[src/rtl/msix_arbiter_if.sv]
`default_nettype none
// ============================================================================
//  Module   : msix_arbiter_if
//  Purpose  : Request handshake between the MSI-X arbiter (master) and the
//             MSI-X write stage (slave): fire/index out, ready/complete back.
//  Revision : 1.0  initial release
// ============================================================================
interface msix_arbiter_if #(
  parameter int IDX_W = 3
);
  logic             req_fire;
  logic [IDX_W-1:0] req_index;
  logic             req_ready;
  logic             req_complete;

  // Arbiter side: issues requests, observes stage status.
  modport master (
    output req_fire,
    output req_index,
    input  req_ready,
    input  req_complete
  );

  // MSI-X stage side: consumes requests, reports status.
  modport slave (
    input  req_fire,
    input  req_index,
    output req_ready,
    output req_complete
  );
endinterface
`default_nettype wire

[src/rtl/msix_arbiter.sv]
`default_nettype none
// ============================================================================
//  Module   : msix_arbiter
//  Purpose  : Collects per-vector interrupt requests into the Pending Bit
//             Array, applies vector/function masking and picks one eligible
//             vector round-robin for the MSI-X write stage.
//  Revision : 1.0  initial release
// ============================================================================
module msix_arbiter #(
  parameter int NUM_VECTORS = 8,
  parameter int IDX_W       = $clog2(NUM_VECTORS)
) (
  input  wire logic                   clk_pcie,
  input  wire logic                   rst,
  input  wire logic [NUM_VECTORS-1:0] irq_req,
  input  wire logic [NUM_VECTORS-1:0] vector_mask,
  input  wire logic                   function_mask,
  input  wire logic                   msix_enable,
  msix_arbiter_if.master              req_if,
  output logic      [NUM_VECTORS-1:0] pba,
  output logic                        busy,
  output logic      [31:0]            msg_count
);

  // One extra bit so the wrap-around sum of pointer and offset cannot overflow.
  localparam int CW = IDX_W + 1;

  typedef enum logic [1:0] {
    ST_IDLE    = 2'd0,
    ST_ISSUE   = 2'd1,
    ST_RELEASE = 2'd2
  } state_t;

  state_t                  state_q, state_d;
  logic                    req_fire_q, req_fire_d;
  logic [IDX_W-1:0]        req_index_q, req_index_d;
  logic [IDX_W-1:0]        rr_ptr_q, rr_ptr_d;
  logic [NUM_VECTORS-1:0]  pba_q, pba_d;
  logic [31:0]             msg_count_q, msg_count_d;

  logic [NUM_VECTORS-1:0]  eligible;
  logic                    grant_valid;
  logic [IDX_W-1:0]        grant_idx;
  logic [CW-1:0]           cand;
  logic                    complete_evt;

  // A completion is only meaningful while a request is outstanding.
  assign complete_evt = (state_q == ST_ISSUE) && req_if.req_complete;

  // Pending vectors that are neither masked individually nor globally.
  assign eligible = pba_q & ~vector_mask & {NUM_VECTORS{~function_mask & msix_enable}};

  // Round-robin search: first eligible vector starting at rr_ptr, wrapping.
  always_comb begin
    grant_valid = 1'b0;
    grant_idx   = '0;
    cand        = '0;
    for (int k = 0; k < NUM_VECTORS; k++) begin
      cand = {1'b0, rr_ptr_q} + CW'(k);
      if (cand >= CW'(NUM_VECTORS)) begin
        cand = cand - CW'(NUM_VECTORS);
      end
      if (!grant_valid && eligible[cand[IDX_W-1:0]]) begin
        grant_valid = 1'b1;
        grant_idx   = cand[IDX_W-1:0];
      end
    end
  end

  // PBA update: completion clears the issued bit, new requests set (set wins).
  always_comb begin
    pba_d = pba_q;
    if (!msix_enable) begin
      pba_d = '0;
    end else begin
      if (complete_evt) begin
        pba_d[req_index_q] = 1'b0;
      end
      pba_d = pba_d | irq_req;
    end
  end

  // Handshake FSM: grant in IDLE, hold until complete, wait for stage release.
  always_comb begin
    state_d     = state_q;
    req_fire_d  = req_fire_q;
    req_index_d = req_index_q;
    rr_ptr_d    = rr_ptr_q;
    msg_count_d = msg_count_q;
    case (state_q)
      ST_IDLE: begin
        req_fire_d = 1'b0;
        if (req_if.req_ready && grant_valid) begin
          req_index_d = grant_idx;
          req_fire_d  = 1'b1;
          state_d     = ST_ISSUE;
        end
      end
      ST_ISSUE: begin
        req_fire_d = 1'b1;
        if (req_if.req_complete) begin
          req_fire_d  = 1'b0;
          msg_count_d = msg_count_q + 32'd1;
          rr_ptr_d    = (req_index_q == IDX_W'(NUM_VECTORS - 1)) ? '0
                                                                 : req_index_q + IDX_W'(1);
          state_d     = ST_RELEASE;
        end
      end
      ST_RELEASE: begin
        req_fire_d = 1'b0;
        if (!req_if.req_complete && req_if.req_ready) begin
          state_d = ST_IDLE;
        end
      end
      default: begin
        req_fire_d = 1'b0;
        state_d    = ST_IDLE;
      end
    endcase
  end

  // State and datapath registers; reset takes effect without a clock edge.
  always_ff @(posedge clk_pcie or posedge rst) begin
    if (rst) begin
      state_q     <= ST_IDLE;
      req_fire_q  <= 1'b0;
      req_index_q <= '0;
      rr_ptr_q    <= '0;
      pba_q       <= '0;
      msg_count_q <= '0;
    end else begin
      state_q     <= state_d;
      req_fire_q  <= req_fire_d;
      req_index_q <= req_index_d;
      rr_ptr_q    <= rr_ptr_d;
      pba_q       <= pba_d;
      msg_count_q <= msg_count_d;
    end
  end

  assign req_if.req_fire  = req_fire_q;
  assign req_if.req_index = req_index_q;
  assign pba              = pba_q;
  assign busy             = (state_q != ST_IDLE);
  assign msg_count        = msg_count_q;

endmodule
`default_nettype wire

[src/flat_wrapper.sv]
// flat-port wrapper written by rule: the top's interface ports become plain ports
module msix_arbiter_flat 
#(
  parameter int NUM_VECTORS = 8,
  parameter int IDX_W       = $clog2(NUM_VECTORS)
)
  (clk_pcie, rst, irq_req, vector_mask, function_mask, msix_enable, pba, busy, msg_count, req_if_req_fire, req_if_req_index, req_if_req_ready, req_if_req_complete);
  msix_arbiter_if #(.IDX_W(IDX_W)) req_if_i ();
  input  wire logic clk_pcie;
  input  wire logic rst;
  input  wire logic [NUM_VECTORS-1:0] irq_req;
  input  wire logic [NUM_VECTORS-1:0] vector_mask;
  input  wire logic function_mask;
  input  wire logic msix_enable;
  output logic      [NUM_VECTORS-1:0] pba;
  output logic busy;
  output logic      [31:0] msg_count;
  output wire logic [$bits(req_if_i.req_fire)-1:0] req_if_req_fire;
  output wire logic [$bits(req_if_i.req_index)-1:0] req_if_req_index;
  input wire logic [$bits(req_if_i.req_ready)-1:0] req_if_req_ready;
  input wire logic [$bits(req_if_i.req_complete)-1:0] req_if_req_complete;
  assign req_if_req_fire = req_if_i.req_fire;
  assign req_if_req_index = req_if_i.req_index;
  assign req_if_i.req_ready = req_if_req_ready;
  assign req_if_i.req_complete = req_if_req_complete;
  msix_arbiter #(.NUM_VECTORS(NUM_VECTORS), .IDX_W(IDX_W)) u_core (.clk_pcie(clk_pcie), .rst(rst), .irq_req(irq_req), .vector_mask(vector_mask), .function_mask(function_mask), .msix_enable(msix_enable), .req_if(req_if_i), .pba(pba), .busy(busy), .msg_count(msg_count));
endmodule
[config.mk]
export PLATFORM = sky130hd
export DESIGN_NAME = msix_arbiter_flat
export DESIGN_NICKNAME = d
export VERILOG_FILES = /design/src/rtl/msix_arbiter_if.sv /design/src/rtl/msix_arbiter.sv /design/src/flat_wrapper.sv
export SDC_FILE = /design/constraint.sdc
export NUM_CORES = 1
export LEC_CHECK = 0
export ABC_CLOCK_PERIOD_IN_PS = 4100
export BUFFER_PORTS_ARGS = -buffer_cell sky130_fd_sc_hd__buf_2
export CORE_ASPECT_RATIO = 2
export CORE_MARGIN = 3
export CORE_UTILIZATION = 31
export DETAILED_ROUTE_END_ITERATION = 10
export GPL_ROUTABILITY_DRIVEN = 0
export PLACE_DENSITY_LB_ADDON = 0.3
export SLEW_MARGIN = 20
export SYNTH_ARGS = -nofsm -noshare
export SYNTH_HDL_FRONTEND = slang
export SYNTH_SLANG_ARGS = --single-unit
[constraint.sdc]
create_clock -name clk_pcie -period 4.1 [get_ports clk_pcie]
set_input_delay 0.41 -clock clk_pcie [delete_from_list [all_inputs] [get_ports clk_pcie]]
set_output_delay 0.41 -clock clk_pcie [all_outputs]
set_load 0.01 [all_outputs]
Word-level counts from Yosys, hierarchy flattened
Index checks and enable logic that the tools add are counted.
- bits in registers: 49
- word-level logic and storage cells: 132
- input port bits: 22
- add/subtract/negate cells: 17
- bitwise operators: 8
- eq/ne operators: 6
- reductions and logical operators: 24
- muxes and demuxes: 53
- magnitude comparators: 18
- operators by type and width (cell ; count):
    2-to-1 mux 3 bit ; 17
    less-than comparator 3 x 4 -> 1 bit, second input constant ; 9
    adder 32 x 1 -> 32 bit, second input constant ; 1
    greater-or-equal comparator 4 bit, second input constant ; 7
    AND 8 bit ; 3
    binary-select mux 1 bit (select 3 bit) ; 8
    2-to-1 mux 8 bit ; 3
    subtractor 3 x 1 -> 3 bit, second input constant ; 8
    2-to-1 mux 1 bit ; 19
    adder 3 x 3 -> 4 bit, second input constant ; 4
    inverter 8 bit ; 2
    logical AND 1 bit ; 11
    adder 3 x 2 -> 4 bit, second input constant ; 2
    logical NOT 1 bit ; 8
    bitwise OR 8 bit ; 1
    2-to-1 mux 2 bit ; 3
    case mux 2 bit (3 select lines) ; 1
    adder 3 x 1 -> 4 bit, second input constant ; 1
    greater-or-equal comparator 3 x 4 -> 1 bit, second input constant ; 1
    inequality test 2 x 1 -> 1 bit, second input constant ; 2
    AND reduction 2 bit ; 2
    adder 3 x 1 -> 3 bit, second input constant ; 1
    demux 1 bit (select 3 bit) ; 1
    == test 3 bit, second input constant ; 1
    other kinds (10) ; 10

Logic depth before layout (Yosys ltp)
- depth after elaboration: 30
- gate-level depth with buffers: 12
- gate-level depth less buffers: 10

Least setup slack after synthesis
Ideal clock, no wire load.
- path kind: flip-flop to flip-flop
- start: register u_core.rr_ptr_q[1]
- end: register u_core.req_index_q[0], in the netlist u_core.req_if.req_index[0]
- path buffers: 2
- cell stages (with the launch flop): 12
- period minus slack after synthesis: 3.225 ns
- slack: 0.875 ns
- arrival: 3.099 ns
- cell sequence: dfrtp_1 -> clkbuf_1 -> inv_1 -> ha_1 -> buf_2 -> mux2_2 -> mux4_2 -> o22ai_2 -> nand2_2 -> or2_1 -> a221o_1 -> a221o_1
- word-level cells in the longest chain between the ends: 28
- elaborated cells between the ends (all ways): 79
- classes of those cells: add/sub: 15; order compare: 8; mux: 40; reduce/logical: 16
- ends and longest elaborated chain (element ; line ; text):
    start, declared ; msix_arbiter.sv:37 ; logic [IDX_W-1:0] rr_ptr_q, rr_ptr_d;
    start signal, assigned ; msix_arbiter.sv:135 ; rr_ptr_q <= rr_ptr_d;
    parallel branches: the longest is 28 deep, another holds adder 3 x 1 -> 4 bit ; -- ;
    end signal, assigned ; msix_arbiter.sv:134 ; req_index_q <= req_index_d;
    end, declared ; msix_arbiter.sv:36 ; logic [IDX_W-1:0] req_index_q, req_index_d;
Parallel ways; which one is timed is not known. The select of a mux whose other input is x is not followed.
A chain may end at the register's enable or synchronous reset.

Final worst setup path
- start: register u_core.rr_ptr_q[0]
- end: register u_core.req_index_q[0], in the netlist u_core.req_if.req_index[0]
The elaborated chain is that of the path after synthesis.

==> flow_summary.toml <==
[drt]
wl_per_cell_um = 17.5
routed_via_density = 5.50
num_vias = 2584
dr.pass1.iters = 4
wirelength_mm = 8.20
ant_nets = 0
drtIter0Drc = 127
drc = 0

[setup_path]
cp-startpoint = "u_core.rr_ptr_q[0]"
cp.arrival_ps = 3800
cpMaxStageDelayCell = "dfrtp_1"
cp_slowest_stage_delay_ps = 590
rr_startpoint = "u_core.rr_ptr_q[0]"
path_cells = "inv_2, ha_1, and2_1, a22oi_1, a21oi_1, a2111oi_2, o2111ai_2, o21ai_2, o22ai_1, a221o_1"
end_kind = "flip-flop"
worstSetupStartpointType = "flip-flop"
cp_max_fo = 12
crit_required_ps = 4270
crit_type = "flip-flop to flip-flop"

[sta]
rsz0062_at_grt = "no"
fin_setup_tns_ps = 0
fin_skew_ps = 7.04
setup-violations-final = 0
tightestPinTransition_ps = 855
hold_viol_final = 0
clock.fmax_mhz = 276
drv_slew = 0
period_share_pct = 88.5
slew_headroom_pct = 42.9
period_needed_ps = 3630

[clock_tree]
numCtsBuffers = 5
cts_setup_buffers = 0
cts_tree = "done"
cts_sinks = 49
worst_skew_pair.late_latency_ps = 290
clkSlewWorstSetupHoldPaths_ps = 70
post_cts_resized = 0
hold_buffers = 0
htree_levels = 2
cts_root_buf = "clkbuf_16"
cts.path.max_buffers = 2

[floorplan]
core_um2 = 9380
die_height_um = 145
row_count = 50
pin_count = 67
start_util_pct = 31.8
die_area_um2 = 10900
die_x_um = 75.4

[logic_synthesis]
synth_edf_count = 0
netlist_area_um2 = 2980
syn_nets = 325
ys.flop_type = "dfrtp_1"
ys_async_sr_fraction_pct = 100
synth_top_family_by_area = "simple AND/OR/NAND/NOR gates"
avgSynthCellArea_um2 = 10.0
synth_warnings = 0
yosysSeqAreaShare_pct = 41.1
synth-adder-area-share_pct = 2.10
yosysUniqueCellTypes = 58
synthXorXnorAreaFrac_pct = 9.98
yosys_register_bits = 49
synthMuxAreaShare_pct = 6.92
synth_compound_area_share_pct = 15.8
netlist_instances = 298
synth_simple_gate_area_share_pct = 21.4

[placed_design]
dp_hpwl_mm = 6.54
portBuffers = 66
dpl_cell_area_um2 = 3420

[power]
peakVddDrop_mv = 0.314
leakage_nw = 1.71
powerDensity_nw_per_um2 = 532

[job]
max_cap_violations = 0

[global_routing]
grtUsageTotal_pct = 16.1
grt_remaining_overflow = 0
grt_antenna_before_repair = 0
grt_max_degree = 50
grt_pass1_wl_mm = 13.4
grt_pass1_vias = 2674

[cells_and_area]
area_growth_pct = 19.3
fin_area_um2 = 3560
drive_above_1_share_pct = 26.8
n_antenna_cell = 0
final_nets = 392

[status]
status = "completed"

[min_path]
hp-class = "input pin to async pin"
logic make-up (layout without fill, tap and decap cells):
kind of cell             count (synthesis)  count (layout)
AO/OA/AOI/OAI                           60              60
XOR/XNOR                                34              34
adder cells (fa/ha/maj)                  5               5
buffers and inverters                   19              87
flip-flops                              49              49
multiplexers                            15              15
AND/OR/NAND/NOR                        116             116
layer usage:
metal / vias up / global-route usage [%] / routed length [um]
met3: 20 / 1.38 / 240
met2: 72 / 31.6 / 4870
met4: 0 / 8.02 / 309
met1: 1274 / 15.8 / 2790
li1: 1218 / - / -
met5: - / 0 / 0
stage by stage:
step	hold WS (ps)	instances	worst slack, ps	power [mW]	utilization (%)
3_5_place_dp	462	462	539	1.50	36.4
5_1_grt	331	470	192	2.03	37.9
4_1_cts	332	470	522	1.91	37.9
2_1_floorplan	453	298	875	1.27	-
3_3_place_gp	457	462	689	1.49	36.4
6_report	271	470	471	1.89	37.9
critical path, delay by kind of cell (launching register included):
family	cells	cell delay [ps]
AOI/OAI and AO/OA	7	1980
buffers and inverters	1	200
and+or+nand+nor	1	250
DFF	1	590
adders and majority gates	1	500
path summary, 6_finish.rpt:
check / to / slack (ps) / cells past startpoint
setup / recovery: u_core.req_if.req_index[0] / 470 / 10
hold / removal: u_core.msg_count[19] / 270 / 2
setup reg to reg: u_core.req_if.req_index[0] / 470 / 10
hold reg to reg: u_core.msg_count[31] / 470 / 1
max in group asynchronous: u_core.rr_ptr_q[1] / 3330 / 2
min in group clk_pcie: u_core.pba[2] / 350 / 2
where the power goes:
part,switching [mW],internal (mW),leakage (nW)
Clock,0.176,0.224,0.0696
Combinational,0.474,0.343,0.983
Sequential,0.127,0.551,0.653
synthesized netlist by cell type, types with 4 or more instances:
library cell	instances	share of area (%)
xor2_1	6	1.8
a21oi_1	10	1.7
nand3_1	14	2.3
and3_1	9	1.9
nor2_1	15	1.9
o21ai_0	7	1.2
mux2_2	4	1.5
o21a_1	8	2.0
ha_1	5	2.1
nand2_1	36	4.5
a22oi_1	6	1.5
dfrtp_1	49	41
inv_1	11	1.4
nor2b_1	7	1.5
mux2i_1	6	2.0
mux4_2	4	3.0
and4bb_1	4	1.7
nand4_1	6	1.3
xnor2_1	28	8.2
area by class of cell:
| class | count | area [um^2] |
|---|---|---|
| Clock buffer | 5 | 125 |
| Clock inverter | 3 | 17.5 |
| Fill cell | 959 | 5820 |
| Inverter | 12 | 46.3 |
| Multi-Input combinational cell | 230 | 1680 |
| Sequential cell | 49 | 1230 |
| Tap cell | 104 | 130 |
| Timing Repair Buffer | 67 | 338 |
layout by cell type, fill, tap and decap left out, types with 5 or more instances in the layout:
cell	n
ha_1	5
xor2_1	6
inv_1	10
nand2_1	36
nand3_1	14
clkbuf_16	5
mux2i_1	6
dfrtp_1	49
nand4_1	6
nor2_1	15
o21ai_0	7
a21oi_1	10
a22oi_1	6
buf_2	66
nor2b_1	7
and3_1	9
o21a_1	8
xnor2_1	28
state kept, by name, summed over array words and instances (netlist names):
| signal | flops |
|---|---|
| u_core.msg_count | 32 |
| u_core.pba | 8 |
| u_core.req_if.req_fire | 1 |
| u_core.req_if.req_index | 3 |
| u_core.rr_ptr_q | 3 |
| u_core.state_q | 2 |
Power figures use the tool's default switching activity.
